--- config.mk ---
export PLATFORM = sky130hd
export DESIGN_NAME = ssm_rd
export DESIGN_NICKNAME = d
export VERILOG_FILES = /design/src/rtl/ssm_rd.sv
export SDC_FILE = /design/constraint.sdc
export NUM_CORES = 1
export LEC_CHECK = 0
export CAP_MARGIN = 25
export CORE_AREA = 3 3 140 142
export DETAILED_ROUTE_END_ITERATION = 10
export DIE_AREA = 0 0 143 145
export GPL_TIMING_DRIVEN = 0
export PLACE_DENSITY = 0.76
export SETUP_SLACK_MARGIN = 0.02
export SLEW_MARGIN = 20
export SYNTH_ARGS = -nofsm -noshare
export SYNTH_HDL_FRONTEND = slang
export SYNTH_SLANG_ARGS = --single-unit
--- constraint.sdc ---
create_clock -name clk -period 5.1 [get_ports clk]
set_input_delay 0.765 -clock clk [delete_from_list [all_inputs] [get_ports clk]]
set_output_delay 0.765 -clock clk [all_outputs]
set_load 0.01 [all_outputs]
--- src/rtl/ssm_rd.sv ---
// ssm_rd: replays stored packets from the 16-slot x 128-word packet RAM as a 134-bit packet stream.
// Build option SSM_RD_LATENCY_EN: word TS_WORD carries residence latency instead of the stored timestamp.
module ssm_rd #(
  parameter int RD_LAT     = 2,
  parameter int TS_WORD    = 5,
  parameter int SLOT_WORDS = 128
) (
  input  logic         clk,
  input  logic         rst,
  input  logic         reset_rd,
  input  logic         in_ssm_rd_start,
  input  logic [4:0]   in_ssm_rd_pkt_num,
  input  logic         in_ssm_rd_alf,
  input  logic [63:0]  lcm2ssm_rd_time,
  output logic [10:0]  ssm_rd_addr,
  output logic         ssm_rd_rden,
  input  logic [133:0] ssm_rd_rdata,
  output logic [133:0] out_ssm_rd_data,
  output logic         out_ssm_rd_data_wr,
  output logic         out_ssm_rd_valid,
  output logic         out_ssm_rd_valid_wr,
  output logic         out_ssm_rd_busy,
  output logic         out_ssm_rd_done,
  output logic         out_ssm_rd_err
);

  localparam int         WB        = $clog2(SLOT_WORDS);
  localparam logic [7:0] LAST_WORD = 8'(SLOT_WORDS - 1);
  localparam logic [7:0] ISSUE_END = 8'(SLOT_WORDS);
  localparam logic [7:0] TS_IDX    = 8'(TS_WORD);

  typedef enum logic [2:0] {
    IDLE_S,
    WAIT_S,
    READ_S,
    GAP_S,
    DONE_S,
    CLEAR_S
  } state_t;

  state_t              state_q, state_d;
  logic [3:0]          slot_cnt_q, slot_cnt_d;
  logic [4:0]          remain_q, remain_d;
  logic [7:0]          wcnt_q, wcnt_d;
  logic [7:0]          issue_q, issue_d;
  logic [RD_LAT-1:0]   tag_q, tag_d;
  logic [10:0]         addr_q, addr_d;
  logic                rden_q, rden_d;
  logic [133:0]        data_q, data_d;
  logic                data_wr_q, data_wr_d;
  logic                valid_q, valid_d;
  logic                valid_wr_q, valid_wr_d;
  logic                busy_q, busy_d;
  logic                done_q, done_d;
  logic                err_q, err_d;
  logic                ret_valid;
  logic                advance;
`ifdef SSM_RD_LATENCY_EN
  logic                ts_q, ts_d;
`endif

  // The oldest tag bit lines up with the RAM data of the read it marks.
  assign ret_valid = tag_q[RD_LAT-1];

  always_comb begin
    state_d    = state_q;
    slot_cnt_d = slot_cnt_q;
    remain_d   = remain_q;
    wcnt_d     = wcnt_q;
    issue_d    = issue_q;
    tag_d      = RD_LAT'({tag_q, rden_q});
    addr_d     = addr_q;
    rden_d     = 1'b0;
    data_d     = data_q;
    data_wr_d  = 1'b0;
    valid_d    = 1'b0;
    valid_wr_d = 1'b0;
    busy_d     = busy_q;
    done_d     = 1'b0;
    err_d      = err_q;
    advance    = 1'b0;
`ifdef SSM_RD_LATENCY_EN
    ts_d       = 1'b0;
`endif

    case (state_q)
      IDLE_S: begin
        if (in_ssm_rd_start) begin
          if (in_ssm_rd_pkt_num != 5'd0 && in_ssm_rd_pkt_num <= 5'd16) begin
            remain_d   = in_ssm_rd_pkt_num;
            slot_cnt_d = 4'd0;
            busy_d     = 1'b1;
            state_d    = WAIT_S;
          end else begin
            err_d = 1'b1;
          end
        end
      end

      WAIT_S: begin
        if (!in_ssm_rd_alf) begin
          rden_d  = 1'b1;
          addr_d  = {slot_cnt_q, {WB{1'b0}}};
          issue_d = 8'd1;
          wcnt_d  = 8'd0;
          state_d = READ_S;
        end
      end

      READ_S: begin
        if (issue_q < ISSUE_END) begin
          rden_d  = 1'b1;
          addr_d  = {slot_cnt_q, issue_q[WB-1:0]};
          issue_d = issue_q + 8'd1;
        end
        if (ret_valid) begin
          wcnt_d = wcnt_q + 8'd1;
          data_d = ssm_rd_rdata;
`ifdef SSM_RD_LATENCY_EN
          ts_d   = (wcnt_q == TS_IDX);
`endif
          if (wcnt_q == 8'd0) begin
            // A slot that does not open with a head is skipped without output.
            if (ssm_rd_rdata[133:132] != 2'b01) begin
              err_d   = 1'b1;
              advance = 1'b1;
            end else begin
              data_wr_d = 1'b1;
            end
          end else if (ssm_rd_rdata[133:132] == 2'b10) begin
            data_wr_d  = 1'b1;
            valid_d    = 1'b1;
            valid_wr_d = 1'b1;
            advance    = 1'b1;
          end else if (ssm_rd_rdata[133:132] == 2'b01 || wcnt_q == LAST_WORD) begin
            // Close the broken packet with a forced tail so downstream framing stays sane.
            data_d[133:132] = 2'b10;
            data_wr_d       = 1'b1;
            valid_wr_d      = 1'b1;
            err_d           = 1'b1;
            advance         = 1'b1;
          end else begin
            data_wr_d = 1'b1;
          end
        end
        if (advance) begin
          rden_d     = 1'b0;
          tag_d      = '0;
          issue_d    = 8'd0;
          wcnt_d     = 8'd0;
          slot_cnt_d = slot_cnt_q + 4'd1;
          remain_d   = remain_q - 5'd1;
          state_d    = (remain_q == 5'd1) ? DONE_S : GAP_S;
        end
      end

      GAP_S: state_d = WAIT_S;

      DONE_S: begin
        done_d  = 1'b1;
        busy_d  = 1'b0;
        state_d = IDLE_S;
      end

      CLEAR_S: begin
        if (!reset_rd) state_d = IDLE_S;
      end

      default: state_d = IDLE_S;
    endcase

    if (reset_rd) begin
      state_d    = CLEAR_S;
      rden_d     = 1'b0;
      tag_d      = '0;
      issue_d    = 8'd0;
      wcnt_d     = 8'd0;
      data_wr_d  = 1'b0;
      valid_d    = 1'b0;
      valid_wr_d = 1'b0;
      busy_d     = 1'b0;
      done_d     = 1'b0;
      err_d      = 1'b0;
`ifdef SSM_RD_LATENCY_EN
      ts_d       = 1'b0;
`endif
    end
  end

  always_ff @(posedge clk) begin
    if (rst) begin
      state_q    <= IDLE_S;
      slot_cnt_q <= 4'd0;
      remain_q   <= 5'd0;
      wcnt_q     <= 8'd0;
      issue_q    <= 8'd0;
      tag_q      <= '0;
      addr_q     <= 11'd0;
      rden_q     <= 1'b0;
      data_q     <= '0;
      data_wr_q  <= 1'b0;
      valid_q    <= 1'b0;
      valid_wr_q <= 1'b0;
      busy_q     <= 1'b0;
      done_q     <= 1'b0;
      err_q      <= 1'b0;
`ifdef SSM_RD_LATENCY_EN
      ts_q       <= 1'b0;
`endif
    end else begin
      state_q    <= state_d;
      slot_cnt_q <= slot_cnt_d;
      remain_q   <= remain_d;
      wcnt_q     <= wcnt_d;
      issue_q    <= issue_d;
      tag_q      <= tag_d;
      addr_q     <= addr_d;
      rden_q     <= rden_d;
      data_q     <= data_d;
      data_wr_q  <= data_wr_d;
      valid_q    <= valid_d;
      valid_wr_q <= valid_wr_d;
      busy_q     <= busy_d;
      done_q     <= done_d;
      err_q      <= err_d;
`ifdef SSM_RD_LATENCY_EN
      ts_q       <= ts_d;
`endif
    end
  end

`ifdef SSM_RD_LATENCY_EN
  // Latency uses the time seen while the word is on the output.
  assign out_ssm_rd_data = ts_q ? {data_q[133:64], lcm2ssm_rd_time - data_q[63:0]} : data_q;
`else
  logic unused_time;
  assign unused_time     = ^lcm2ssm_rd_time;
  assign out_ssm_rd_data = data_q;
`endif

  assign ssm_rd_addr         = addr_q;
  assign ssm_rd_rden         = rden_q;
  assign out_ssm_rd_data_wr  = data_wr_q;
  assign out_ssm_rd_valid    = valid_q;
  assign out_ssm_rd_valid_wr = valid_wr_q;
  assign out_ssm_rd_busy     = busy_q;
  assign out_ssm_rd_done     = done_q;
  assign out_ssm_rd_err      = err_q;

endmodule

# Word-level counts from Yosys, hierarchy flattened
# Cells that the tools add are included.
[classes]
add_sub_neg = 4
n_lt_le_gt_ge = 2
eq_ne = 25
n_mux = 56
n_bitwise = 2
n_reduce_logical = 20
[ops]
columns = ["operator", "count"]
rows = [
  ["8-bit two-way mux", 6],
  ["8-bit one-hot mux with 2 select lines", 2],
  ["3-bit != test, second input constant", 9],
  ["1-bit two-way mux", 22],
  ["11-bit two-way mux", 2],
  ["11-bit one-hot mux with 2 select lines", 1],
  ["3-bit two-way mux", 6],
  ["8-bit by 1-bit adder with 8-bit output, second input constant", 2],
  ["5-bit two-way mux", 3],
  ["2-bit != test, second input constant", 7],
  ["4-bit two-way mux", 3],
  ["3-bit one-hot mux with 4 select lines", 1],
  ["3-bit AND reduction", 4],
  ["4-bit AND reduction", 3],
  ["2-bit two-way mux", 5],
  ["5-bit one-hot mux with 2 select lines", 1],
  ["8-bit by 7-bit == test with 1-bit output, second input constant", 1],
  ["8-bit zero test", 1],
  ["8-bit < comparator, second input constant", 1],
  ["4-bit one-hot mux with 2 select lines", 1],
  ["7-bit AND reduction", 1],
  ["3-bit by 2-bit == test with 1-bit output, second input constant", 2],
  ["1-bit one-hot mux with 2 select lines", 3],
  ["2-bit nonzero test", 3],
  ["18 further kinds", 19],
]
[word_totals]
ff_bits = 182
inputBits = 208
out_inout_bits = 152
elab_cells = 125

# Logic depth before layout (Yosys ltp)
[depth]
ltp_word = 10
ltp_mapped = 10

# Worst setup path after synthesis
# No wires, ideal clock.
[synth_path]
path_kind = "input to register"
start = "input port ssm_rd_rdata[132]"
end = "register issue_q[2]"
setup_time_ps = 125
arrival_time_ps = 2106
required_time_ps = 4975
setup_slack_ps = 2869
stages = 6
path_buffers = 1
cell_sequence = "or2_2 -> or3_1 -> buf_6 -> a31oi_2 -> nand2b_4 -> o21ai_0"
[synth_between]
elab_chain_cells = 9
[synth_lines]
columns = ["item", "line_no", "source"]
rows = [
  ["from (decl)", "17", "input logic [133:0] ssm_rd_rdata,"],
  ["2-bit by 1-bit == test with 1-bit output", "135", "end else if (ssm_rd_rdata[133:132] == 2'b01 || wcnt_q == LAST_WORD) begin"],
  ["1-bit logical OR", "135", ""],
  ["1-bit two-way mux", "135", ""],
  ["1-bit two-way mux", "130", "end else if (ssm_rd_rdata[133:132] == 2'b10) begin"],
  ["1-bit two-way mux *", "122", "if (wcnt_q == 8'd0) begin"],
  ["1-bit two-way mux *", "116", "if (ret_valid) begin"],
  ["1-bit two-way mux *", "86", "case (state_q)"],
  ["3-bit != test (no source line) / 8-bit two-way mux (equally long branches)", "--", ""],
  ["3-bit AND reduction (no source line) / 8-bit one-hot mux with 2 select lines (equally long branches)", "--", ""],
  ["to (signal assigned)", "215", "issue_q <= issue_d;"],
  ["to (decl)", "45", "logic [7:0] issue_q, issue_d;"],
]
# Every way passes the cells marked *; elsewhere a longest branch is shown, timed or not. The select of a mux whose other input is x is not followed.
# A chain may end at the register's enable or synchronous reset.

# Worst setup path in the final report
[layout_path]
start = "input port ssm_rd_rdata[132]"
end = "register issue_q[5]"
# Same word-level chain as after synthesis.

==> impl.org <==
** STA
- The number of pins with negative max-slew slack in the final report was 0.
- Setup repair after global routing left no endpoint under its margin.
- In this run the tightest slew margin relative to its limit is 0.4994.
- For the pin with the worst max-slew slack, the measured transition is 0.7509 ns.
- The clock arrives with 0.01033 ns of skew.
- Time the worst path needs with I/O delays and setup :: 2.587 ns
- The final count of hold timing violations was 0.
- Setup violations remaining at the end of the flow were counted as 0.
- Worst hold margin :: 0.4518 ns
- Max Clk Rate :: 0.3866 GHz
- Total negative slack for setup checks :: 0 ns
- Final worst path period share :: 0.5072

** Finish
- Area of combinational cells with multiple inputs :: 3039 µm²
- Post-synthesis to final-layout area growth :: 54.89%
- Once layout is done, the placed cells without fillers occupy 10800 µm².
- FF/Latch Area :: 3643 µm²
- At the end of the flow, the number of nets in the layout was 1395.
- Proportion of layout cells with a drive suffix above 1 :: 0.05695
- Once layout is complete, the utilization of the core stands at 0.5813.
- Counting the fill cells in the layout gives 1667.
- The number of antenna diodes in the final layout is 0.

** Clocking
- Clock latency on the worst-skew pair, taken at its later pin, is 0.43 ns.
- Post-CTS Hold Fix Bufs :: 0
- In this run, post-CTS repair resized a total of 0 instances.
- Maximum buffer depth of the clock tree :: 2
- TritonCTS built the clock tree.
- In this run, CTS created clock tree buffers numbering 17.
- Setup repair bufs after CTS :: 0
- After clock tree synthesis, the clock-pin slew on the worst setup and hold paths is 0.07 ns.
- CTS built an H-tree with a depth of 4.
- Cell at the root of the clock tree :: sky130_fd_sc_hd__clkbuf_16
- Clock tree synthesis found a total of 182 sinks.

** Floorplanning
- Die Y-Extent :: 145 µm
- Core area :: 18580 µm²
- Starting density of the core :: 0.3753
- I/O pins :: 360
- The floorplan step defined a die boundary enclosing 20740 µm².
- The floorplan step set the die width to 143 µm.
- The floorplan has 50 rows.

** Worst setup path
- Slowest cell on the critical path :: sky130_fd_sc_hd__clkdlybuf4s50_1
- Type of element capturing the critical path :: flip-flop
- Crit path max fanout :: 8
- Worst Setup Start Kind :: primary input
- The cell family contributing the most delay on the critical path is simple AND/OR/NAND/NOR gates.
- Counting both buffers and inverters, the worst setup path holds a total of 2.
- Category of the most critical setup path :: primary input to flip-flop
- For the worst setup path, the data arrival time is 2.88 ns.
- For the worst setup path, the data required time is 5.40 ns.
- Max stage delay on crit path :: 0.51 ns
- Critical path, cell by cell :: clkdlybuf4s50_1 > or2_2 > or3_1 > buf_6 > a31oi_2 > nand2b_4 > o41ai_2

** Pwr
- Summed over all cells, the static leakage comes to 3.621 nW.
- Power per Cell Area :: 275.8 nW/µm²
- Total power for the finished layout comes to 2.978 mW.
- Highest ir drop seen on vdd :: 0.2262 mV

** Detailed routing
- Dividing the detail-routed via count by the number of cells gives 4.991.
- Router iterations before antenna repair :: 5
- Number of vias in the routed layout :: 7127
- For this block, the initial DRC count from the detailed router was 399.
- Number of remaining DRC errors :: 0
- Final antenna-violating net count :: 0
- Detail-routed net length per standard cell :: 16.28 µm
- Final Routed Wirelength :: 23250 µm

** Synth
- The average instance in the mapped netlist occupies 8.033 µm².
- Syn nets :: 1082
- Portion of the post-synthesis area used by sequential elements :: 0.5225
- After synthesis, the share of flip-flops with an asynchronous set or reset is 0.
- Among all flip-flop cells after synthesis, the most frequent one is sky130_fd_sc_hd__dfxtp_1.
- Number of synthesized flops with an enable pin :: 0
- In this run the cell area of the synthesized design comes to 6973 µm².
- Number of synthesized register bits :: 182
- Counting every instance in the synthesized netlist gives 868.
- Total number of yosys warnings :: 0
- Counting distinct cell types in the post-synthesis netlist gives 57.

** Global routing
- Total routing resource utilization after global routing :: 0.2129
- Entering global routing, the biggest net connects 18 pins.
- Global routing finished with a remaining overflow of 0.
- Number of antenna violations at the first check in global routing :: 0
- The number of global-route vias before repair was 6555.
- The first global-routing pass estimated 35110 µm of wire.

** Placement
- At the end of routability-driven placement, the weighted congestion stood at 0.8758.
- Summing all placed instances gives a cell area of 10210 µm².
- The HPWL after detailed placement is 17440 µm.
- Number of buffer cells added on primary ports :: 294

** Job
- Max-cap viol count :: 0

** Run status
- Result of the run :: finished clean

** Min path
- Worst min-delay path category :: flip-flop to flip-flop
worst register-to-register path: cells and delay by family, from the launching register on:
family                 cells  cell delay (ns)
buffers and inverters      2             0.76
and+or+nand+nor            4             1.04
AOI/OAI and AO/OA          1             0.17
DFF                        1             0.47
cells in the final DEF (no fill, tap or decap), drive strengths merged, types with 10 or more instances in the layout:
cell type	instances
buf	25
nor3	10
a21oi	159
inv	14
clkbuf	53
nand2	305
nor2	18
clkdlybuf4s50	294
dfxtp	182
nand3	22
logic make-up (layout without fill, tap and decap cells):
logic type / count (synthesis) / count (layout) / share of synthesized area
AOI/OAI and AO/OA: 206 / 206 / 0.1703
xor gates and xnor gates: 3 / 3 / 0.003769
adders and majority gates: 6 / 6 / 0.01077
buffers and inverters: 67 / 393 / 0.04163
DFF: 182 / 182 / 0.5225
muxes: 2 / 2 / 0.003050
and+or+nand+nor: 402 / 402 / 0.2480
state kept, by name, indices dropped and copies added, names as in the netlist:
register	count
out_ssm_rd_valid	1
slot_cnt_q	4
ssm_rd_rden	1
tag_q	2
issue_q	8
out_ssm_rd_done	1
wcnt_q	8
remain_q	5
out_ssm_rd_valid_wr	1
out_ssm_rd_data	134
ssm_rd_addr	11
out_ssm_rd_err	1
out_ssm_rd_data_wr	1
out_ssm_rd_busy	1
state_q	3
synth_stat cells (all sizes together), types with 5 or more instances:
master | number | share of area
clkbuf | 35 | 0.019
inv | 7 | 0.0038
a21oi | 159 | 0.11
or3 | 5 | 0.0045
a32oi | 6 | 0.0075
nor2 | 18 | 0.0097
nand2 | 305 | 0.16
dfxtp | 182 | 0.52
nand3b | 6 | 0.0065
and3 | 8 | 0.0072
nand3 | 22 | 0.018
a31oi | 9 | 0.013
o21ai | 9 | 0.0065
ha | 6 | 0.011
nor3 | 10 | 0.0079
buf | 25 | 0.019
final cells by class:
cell class | count | share of cell area
buffer | 60 | 0.02444
multi-input combinational | 619 | 0.2814
tap | 234 | 0.02711
sequential | 182 | 0.3373
clock buffer | 18 | 0.03974
inverter | 7 | 0.002433
timing repair buffer | 294 | 0.2725
clock inverter | 14 | 0.01506
report_power, final:
group,total (mW),internal [mW],switching [mW]
clock network,1.34,0.738,0.602
logic,0.207,0.121,0.0860
registers,1.43,1.43,0.00624
routing by layer:
metal | part of all wire | global-route usage | wire (µm) | vias to the layer above
met5 | 0 | 0 | 0 | -
li1 | - | - | - | 3545
met4 | 0.025 | 0.07510 | 585 | 0
met2 | 0.48 | 0.3614 | 11270 | 237
met1 | 0.43 | 0.2638 | 9891 | 3305
met3 | 0.065 | 0.04713 | 1504 | 40
per-stage QoR:
stage,cells,setup slack [ns]
after CTS,1428,2.525
final,1428,2.513
after global placement,1396,2.122
after floorplan,868,2.869
after global routing,1428,2.362
after detailed placement,1396,2.096
path summary, 6_finish.rpt:
kind / depth (start not counted) / from / end / slack (ns)
min: 2 / out_ssm_rd_data[2] / out_ssm_rd_data[2] / 0.45
max reg2reg: 7 / state_q[0] / out_ssm_rd_data[131] / 2.58
max: 7 / ssm_rd_rdata[132] / issue_q[5] / 2.51
min reg2reg: 2 / out_ssm_rd_data[2] / out_ssm_rd_data[2] / 0.45
No activity file was read; power rests on OpenSTA's default activity.
